==> config.mk <==
export PLATFORM = sky130hd
export DESIGN_NAME = fp_div_seq
export DESIGN_NICKNAME = d
export VERILOG_FILES = /design/src/rtl/fp_div_seq.sv
export SDC_FILE = /design/constraint.sdc
export NUM_CORES = 1
export LEC_CHECK = 0
export ABC_AREA = 1
export ABC_CLOCK_PERIOD_IN_PS = 6650
export BUFFER_PORTS_ARGS = -buffer_cell sky130_fd_sc_hd__buf_2
export CAP_MARGIN = 20
export CORE_ASPECT_RATIO = 2
export CORE_MARGIN = 2
export CORE_UTILIZATION = 60
export DETAILED_ROUTE_END_ITERATION = 10
export PLACE_DENSITY = 0.81
export REMOVE_ABC_BUFFERS = 1
export SETUP_SLACK_MARGIN = 0.4
export SLEW_MARGIN = 20
export SYNTH_ARGS = -nofsm -noshare
export SYNTH_HDL_FRONTEND = slang
export SYNTH_SLANG_ARGS = --single-unit
export TNS_END_PERCENT = 20
==> constraint.sdc <==
create_clock -name clk -period 6.65 [get_ports clk]
set_input_delay 0.665 -clock clk [delete_from_list [all_inputs] [get_ports clk]]
set_output_delay 0.665 -clock clk [all_outputs]
set_load 0.01 [all_outputs]
==> src/rtl/fp_div_seq.sv <==
// -----------------------------------------------------------------------------
// fp_div_seq -- sequential IEEE 754 single-precision divider (a / b).
//
// Operation
//   - Operands are accepted with a valid/ready handshake.
//   - Special operand pairs are resolved at accept time.
//   - A normal/normal quotient is produced by 26 cycles of radix-2 restoring
//     division, followed by one round-to-nearest-even cycle.
//   - Denormal inputs are treated as zero, and underflowing results are
//     flushed to zero.
//   - The result is held in DONE until the consumer takes it.
//
// Ports
//   clk        in   sole clock, rising edge
//   rst        in   synchronous active-high reset
//   in_valid   in   operands presented
//   in_ready   out  block can accept operands (IDLE only)
//   operand_a  in   dividend, DATA_WIDTH bits
//   operand_b  in   divisor, DATA_WIDTH bits
//   out_valid  out  result available (DONE only)
//   out_ready  in   consumer accepts result
//   result     out  quotient a/b, DATA_WIDTH bits
//   busy       out  high in any state other than IDLE
// -----------------------------------------------------------------------------
package pkg_opengpu;
    localparam int DATA_WIDTH = 32;
endpackage

module fp_div_seq
    import pkg_opengpu::*;
(
    input  logic                  clk,
    input  logic                  rst,
    input  logic                  in_valid,
    output logic                  in_ready,
    input  logic [DATA_WIDTH-1:0] operand_a,
    input  logic [DATA_WIDTH-1:0] operand_b,
    output logic                  out_valid,
    input  logic                  out_ready,
    output logic [DATA_WIDTH-1:0] result,
    output logic                  busy
);

    typedef enum logic [1:0] {
        IDLE  = 2'd0,
        CALC  = 2'd1,
        ROUND = 2'd2,
        DONE  = 2'd3
    } state_t;

    localparam logic [31:0] QNAN = 32'h7FC0_0000;

    state_t                r_state;
    logic                  r_in_ready;
    logic                  r_out_valid;
    logic                  r_busy;
    logic [DATA_WIDTH-1:0] r_result;
    logic [4:0]            r_count;
    logic                  r_sign;
    logic signed [9:0]     r_exp;
    logic [25:0]           r_rem;
    logic [23:0]           r_mant_b;
    // Only the last 25 quotient bits are kept. The integer bit is always 1
    // and is shifted out: [24:2] fraction, [1] guard, [0] round.
    logic [24:0]           r_quot;

    // Operand decode
    logic [7:0]  w_a_exp;
    logic [7:0]  w_b_exp;
    logic [22:0] w_a_frac;
    logic [22:0] w_b_frac;
    logic        w_a_zero;
    logic        w_b_zero;
    logic        w_a_inf;
    logic        w_b_inf;
    logic        w_a_nan;
    logic        w_b_nan;
    logic        w_sign;
    logic        w_special;
    logic [31:0] w_special_res;
    logic [23:0] w_mant_a;
    logic [23:0] w_mant_b;
    logic        w_pre;
    logic [25:0] w_rem_init;
    logic [9:0]  w_exp_init;

    // Iteration datapath
    logic        w_ge;
    logic [24:0] w_rem_sub;
    logic [25:0] w_rem_next;

    // Rounding datapath
    logic        w_sticky;
    logic        w_round_up;
    logic [23:0] w_frac_sum;
    logic        w_carry;
    logic signed [9:0] w_exp_rnd;
    logic [22:0] w_frac_rnd;
    logic [31:0] w_round_res;

    assign in_ready  = r_in_ready;
    assign out_valid = r_out_valid;
    assign result    = r_result;
    assign busy      = r_busy;

    // Operand classification, special-case result and normal-path setup
    always_comb begin
        w_a_exp  = operand_a[30:23];
        w_b_exp  = operand_b[30:23];
        w_a_frac = operand_a[22:0];
        w_b_frac = operand_b[22:0];
        // A zero exponent field covers both true zero and denormals.
        w_a_zero = (w_a_exp == 8'h00);
        w_b_zero = (w_b_exp == 8'h00);
        w_a_inf  = (w_a_exp == 8'hFF) && (w_a_frac == 23'd0);
        w_b_inf  = (w_b_exp == 8'hFF) && (w_b_frac == 23'd0);
        w_a_nan  = (w_a_exp == 8'hFF) && (w_a_frac != 23'd0);
        w_b_nan  = (w_b_exp == 8'hFF) && (w_b_frac != 23'd0);
        w_sign   = operand_a[31] ^ operand_b[31];

        w_special     = 1'b1;
        w_special_res = 32'd0;
        if (w_a_nan || w_b_nan) begin
            w_special_res = QNAN;
        end else if ((w_a_inf && w_b_inf) || (w_a_zero && w_b_zero)) begin
            w_special_res = QNAN;
        end else if (w_a_inf || w_b_zero) begin
            w_special_res = {w_sign, 8'hFF, 23'd0};
        end else if (w_a_zero || w_b_inf) begin
            w_special_res = {w_sign, 31'd0};
        end else begin
            w_special     = 1'b0;
            w_special_res = 32'd0;
        end

        w_mant_a = {1'b1, w_a_frac};
        w_mant_b = {1'b1, w_b_frac};
        // Prescale the dividend so that the quotient lies in [1,2).
        w_pre    = (w_mant_a < w_mant_b);
        if (w_pre) begin
            w_rem_init = {1'b0, w_mant_a, 1'b0};
        end else begin
            w_rem_init = {2'b00, w_mant_a};
        end
        w_exp_init = {2'b00, w_a_exp} - {2'b00, w_b_exp} + 10'd127 - {9'd0, w_pre};
    end

    // One restoring-division step: subtract the divisor if it fits, then shift
    always_comb begin
        w_ge      = (r_rem >= {2'b00, r_mant_b});
        // The remainder stays below 2*divisor, so the difference fits in 25 bits.
        w_rem_sub = r_rem[24:0] - {1'b0, r_mant_b};
        if (w_ge) begin
            w_rem_next = {w_rem_sub, 1'b0};
        end else begin
            w_rem_next = {r_rem[24:0], 1'b0};
        end
    end

    // Round to nearest even, then handle overflow to inf and flush-to-zero
    always_comb begin
        w_sticky   = (r_rem != 26'd0);
        w_round_up = r_quot[1] & (r_quot[0] | w_sticky | r_quot[2]);
        w_frac_sum = {1'b0, r_quot[24:2]} + {23'd0, w_round_up};
        // A carry out of the fraction turns 1.111..1 into 10.000..0.
        w_carry    = w_frac_sum[23];
        w_exp_rnd  = r_exp + $signed({9'd0, w_carry});
        if (w_carry) begin
            w_frac_rnd = 23'd0;
        end else begin
            w_frac_rnd = w_frac_sum[22:0];
        end
        if (w_exp_rnd >= 10'sd255) begin
            w_round_res = {r_sign, 8'hFF, 23'd0};
        end else if (w_exp_rnd <= 10'sd0) begin
            w_round_res = {r_sign, 31'd0};
        end else begin
            w_round_res = {r_sign, w_exp_rnd[7:0], w_frac_rnd};
        end
    end

    // Control FSM with registered handshake outputs and datapath registers
    always_ff @(posedge clk) begin
        if (rst) begin
            r_state     <= IDLE;
            r_in_ready  <= 1'b1;
            r_out_valid <= 1'b0;
            r_busy      <= 1'b0;
            r_result    <= 32'd0;
            r_count     <= 5'd0;
            r_sign      <= 1'b0;
            r_exp       <= 10'sd0;
            r_rem       <= 26'd0;
            r_mant_b    <= 24'd0;
            r_quot      <= 25'd0;
        end else begin
            case (r_state)
                IDLE: begin
                    if (in_valid && r_in_ready) begin
                        r_sign     <= w_sign;
                        r_in_ready <= 1'b0;
                        r_busy     <= 1'b1;
                        if (w_special) begin
                            r_result <= w_special_res;
                            r_state  <= DONE;
                        end else begin
                            r_rem    <= w_rem_init;
                            r_mant_b <= w_mant_b;
                            r_exp    <= $signed(w_exp_init);
                            r_quot   <= 25'd0;
                            r_count  <= 5'd0;
                            r_state  <= CALC;
                        end
                    end
                end
                CALC: begin
                    r_rem  <= w_rem_next;
                    r_quot <= {r_quot[23:0], w_ge};
                    if (r_count == 5'd25) begin
                        r_count <= 5'd0;
                        r_state <= ROUND;
                    end else begin
                        r_count <= r_count + 5'd1;
                    end
                end
                ROUND: begin
                    r_result <= w_round_res;
                    r_state  <= DONE;
                end
                DONE: begin
                    // out_valid rises one cycle after DONE entry and stays
                    // high until the consumer takes the result.
                    if (r_out_valid && out_ready) begin
                        r_out_valid <= 1'b0;
                        r_in_ready  <= 1'b1;
                        r_busy      <= 1'b0;
                        r_state     <= IDLE;
                    end else begin
                        r_out_valid <= 1'b1;
                    end
                end
                default: begin
                    r_state     <= IDLE;
                    r_in_ready  <= 1'b1;
                    r_out_valid <= 1'b0;
                    r_busy      <= 1'b0;
                    r_count     <= 5'd0;
                end
            endcase
        end
    end

endmodule
# == After elaboration in Yosys (flattened, before gate mapping) ==
# Index checks and enable logic that the tools add are counted.
# word_totals
memories,0
out_inout_bits,35
latchBits,0
regBits,128
rom_bits,0
ram_bits,0
wordCells,105
in_bits,68
# op_classes
reduce_logical,29
n_eq_ne,11
bitwise_logic,5
muxes,38
n_shift,0
magnitude_cmp,4
mul,0
n_addsub,7
div,0
# ops
operator,n
2-to-1 mux 32 bit,6
2-to-1 mux 26 bit,3
2-to-1 mux 25 bit,3
one-hot mux 32 bit (2 select lines),1
2-to-1 mux 31 bit,2
one-hot mux 26 bit (2 select lines),1
one-hot mux 25 bit (2 select lines),1
logical NOT 23 bit,2
nonzero test 23 bit,2
greater-or-equal comparator 26 x 24 -> 1 bit,1
nonzero test 26 bit,1
subtractor 25 x 24 -> 25 bit,1
adder 23 x 1 -> 24 bit,1
less-than comparator 24 bit,1
2-to-1 mux 23 bit,1
== test 8 bit (second input constant),2
logical NOT 8 bit,2
2-to-1 mux 5 bit,3
AND reduction 3 bit,5
adder 10 x 2 -> 10 bit,1
adder 9 x 8 -> 10 bit (second input constant),1
greater-or-equal comparator 10 x 9 -> 1 bit (second input constant),1
less-or-equal comparator 10 x 1 -> 1 bit (second input constant),1
!= test 2 bit (second input constant),5
other kinds (20),46

# == Longest topological paths before layout ==
# depth
ltp_word,10
ltp_mapped,24
depth_no_buf,23

# == Worst setup path before layout ==
# Ideal clock, no wire load.
# synth_timing
kind,in2reg
startpoint,input operand_b[15]
endpoint,register r_exp[9]
path_buffers,1
t_arrival_ps,3337
setup_slack_ps,3243
required_time_ps,6580
path_stages,21
cell_sequence,inv_1 ha_1 a21o_1 nor2_1 nand2_1 a21oi_1 nand2_1 clkbuf_1 ha_1 ha_1 fa_1 nand3_1 nand2_1 nand2_1 nand2_1 a21oi_1 or2_2 nand2_1 o21ai_0 nand2_1 a21oi_1
# synth_via
elab_chain_cells,9
word_cells_on_any_way,16
cone_classes,add/sub (1); order compare (1); mux (4); bitwise (1); reduce/logical (9)
# synth_rtl
item,line_no,source
from (decl),37,"input logic [DATA_WIDTH-1:0] operand_b,"
"parallel branches: the longest is 9 deep, another holds less-than comparator 24 bit",-,
to (signal assigned),209,r_exp <= $signed(w_exp_init);
to (decl),60,logic signed [9:0] r_exp;
# Parallel ways; which one is timed is not known.
# A chain may end at the register's enable or synchronous reset.

# == Final worst setup path ==
# layout_timing
startpoint,register r_quot[5]
endpoint,register r_result[6] (netlist: result[6])
# layout_via
elab_chain_cells,6
word_cells_on_any_way,8
cone_classes,add/sub (2); order compare (2); mux (4)
# layout_rtl
item,line_no,source
from (decl),65,logic [24:0] r_quot;
from (signal assigned),218,"r_quot <= {r_quot[23:0], w_ge};"
adder 23 x 1 -> 24 bit *,164,"w_frac_sum = {1'b0, r_quot[24:2]} + {23'd0, w_round_up};"
adder 10 x 2 -> 10 bit,167,"w_exp_rnd = r_exp + $signed({9'd0, w_carry});"
less-or-equal comparator 10 x 1 -> 1 bit,175,end else if (w_exp_rnd <= 10'sd0) begin
2-to-1 mux 31 bit,175,
2-to-1 mux 31 bit *,173,if (w_exp_rnd >= 10'sd255) begin
one-hot mux 32 bit (2 select lines) *,197,case (r_state)
to (signal assigned),204,r_result <= w_special_res;
to (signal assigned),227,r_result <= w_round_res;
to (decl),57,logic [DATA_WIDTH-1:0] r_result;
# Every way passes the cells marked *; elsewhere a longest branch is shown, timed or not.

==> run metrics <==
CP max FO=11; Max Clock Freq=between 0.2 and 0.3 GHz; Worst slew margin=between 40 and 50%; Clock Skew=around 0.0080 ns; 1st-pass router iterations=5; total number of vias=between 10,000 and 15,000; CTS tree=done; number of diodes=0; Cell Pwr Density=between 500 and 600 nW/um^2; Routed WL=between 20,000 and 30,000 um; register area share after synthesis=about 26%; Chip Width=95.1 um; GRT Total Usage=between 30% and 40%; Fill cells=between 1,500 and 2,000; Post-CTS Resized=0; Synth cell types=between 40 and 50; clk slew on worst S/H paths=around 0.06 ns; most used flip-flop cell after synthesis=dfxtp_1; max-cap violations=0; core area=16,300 sq um; CTS Buf Count=17; Max Transition Viols Final=0; total negative slack=0 ns; Vias/cell=5.62; Req. time, crit path=7.00 ns; Worst Setup Start Kind=flop; Die Y=roughly 190 um; Die ar.=17,700 sq um; flops & latches, synth=between 100 and 150; Yosys top cell by area=dfxtp_1; # DRC=0; initial core utilization=~61%; GPL Wtd Cong=between 0.9 and 1; leakage power=5.58 nW; status=complete, no violations; Hold-fix buffers, CTS=0; top post-synthesis cells by count=380 x nand2_1, 246 x inv_1, 166 x nor2_1; count leader, synth=nand2_1; post-synthesis cell count=roughly 1,600; min cycle time layout=about 4.0 ns; kind of critical path=flop to flop; H-tree Lvls=4; fraction of registers with async set/reset=0%; largest net degree at the start of global routing=59; DR WL/cell=15.8 um; part of the cycle the worst path needs=about three fifths; GRT overflow=0; top post-synthesis cells by area=dfxtp_1 26%, nand2_1 14%, inv_1 9.3%, ha_1 9.0%, a21oi_1 7.1%; HPWL Detailed=22,900 um; Yosys top cell area share=between 20 and 30%; Clock Latency Late Sink=0.43 ns; unrepaired setup endpoints after global routing=no; worst slew pin tran=~0.87 ns; crit path DAT=between 4 and 5 ns; first-pass GRT wire length=roughly 47,000 um; share of cells above drive strength 1=about a tenth; # Post-CTS Setup Buffers=0; total power=approximately 5.7 mW; clk sinks=128; Worst Hold Class=flop to flop; initial antenna violation count=0; final hold viol count=0; synthesis-to-layout area growth=11.6%; # nets final=~1,800; setup violators final=0; worst vdd ir=between 0.0003 and 0.0004 V; root buf cell=clkbuf_16; io pins=103; Crit. End Element=flop; EDFF count, synth=0; Longest Clk Path Bufs=2; syn_area_per_cell=between 6 and 7 sq um; post-synthesis cell area=approximately 10000 sq um; Routed Antenna Nets=0; Ys Warns=0; Initial DRC Count=between 400 and 500; Rows=66; IO Port Bufs=slightly above 100; vias in the first global route=just over 10,000
[sequential cells by signal (all words and copies together), names as in the netlist]
register / count
in_ready: 1
out_valid: 1
r_count: 5
r_state: 2
r_quot: 25
r_rem: 26
busy: 1
r_sign: 1
r_exp: 10
r_mant_b: 24
result: 32
[cell families (layout without fill, tap and decap cells)]
group / count (synthesis) / after routing / synth area share, %
AO/OA/AOI/OAI: 285 / 285 / 14.9
XOR/XNOR: 41 / 41 / 3.79
flip-flops: 128 / 128 / 25.7
buffers and inverters: 308 / 390 / 12.1
AND/OR/NAND/NOR: 769 / 769 / 33.9
adder cells (fa/ha/maj): 75 / 75 / 9.65
[report_power, final]
group	switching, mW	internal [mW]	total [mW]
clock	0.349	0.607	0.956
combinational	2.50	1.12	3.62
sequential	0.145	0.975	1.12
total	3.00	2.70	5.70
[through the flow]
step | setup slack (ns) | instances | area (sq um) | utilization (%) | hold WS [ns]
3_5_place_dp | 2.71 | 1861 | 10500 | 64.7 | 0.450
5_1_grt | 2.24 | 1892 | 11100 | 68.4 | 0.489
4_1_cts | 2.66 | 1892 | 11100 | 68.4 | 0.459
6_report | 2.67 | 1892 | 11100 | 68.4 | 0.460
3_3_place_gp | 2.84 | 1861 | 10500 | 64.7 | 0.446
2_1_floorplan | 2.68 | 1547 | 9690 | - | 0.433
[critical path, cell delays in order, from the launching register on]
cell	delay (ns)
dfxtp_1	0.42
inv_1	0.10
nor3_2	0.20
nand2_1	0.09
inv_1	0.08
nand2_1	0.09
nor4_1	0.28
nand2_1	0.09
nor3_1	0.28
ha_1	0.27
ha_1	0.23
nand3_1	0.13
nor2_2	0.14
nand2_1	0.06
nand2_1	0.06
nand2_1	0.09
inv_1	0.07
nand2_1	0.16
a21oi_1	0.73
nand3_1	0.15
a21oi_1	0.19
[final cells by class]
cell class	instances	area, sq um	area share (%)
multi-input combinational	1170	6200	55.8
sequential	128	2560	23.0
timing repair buffer	110	571	5.13
clock inverter	9	134	1.20
clock buffer	22	464	4.17
tap	204	255	2.29
inverter	249	935	8.40
[metal layers]
metal	vias up	part of all wire, %	routed length, um	global-route usage [%]
met3	125	4.8	1450	6.12
met2	363	54	16200	66.0
met4	0	7.3	2190	24.1
met5	-	0	0	0
li1	5336	-	-	-
met1	4814	34	10100	31.7
[layout by cell type (no fill, tap or decap), types with 48 or more instances in the layout]
master / n
nand3_1: 120
nor2_1: 166
dfxtp_1: 128
inv_1: 245
nand4_1: 48
a21oi_1: 142
o21ai_0: 119
buf_2: 102
ha_1: 71
nand2_1: 379
[final timing paths]
kind                                   start      endpoint  slack [ns]  cells after the start
worst min register to register  r_mant_b[11]  r_mant_b[11]        0.46                      2
worst max register to register     r_quot[5]     result[6]        2.67                     20
worst min-delay path            r_mant_b[11]  r_mant_b[11]        0.46                      2
worst max-delay path               r_quot[5]     result[6]        2.67                     20
(Power assumes the default switching activity.)
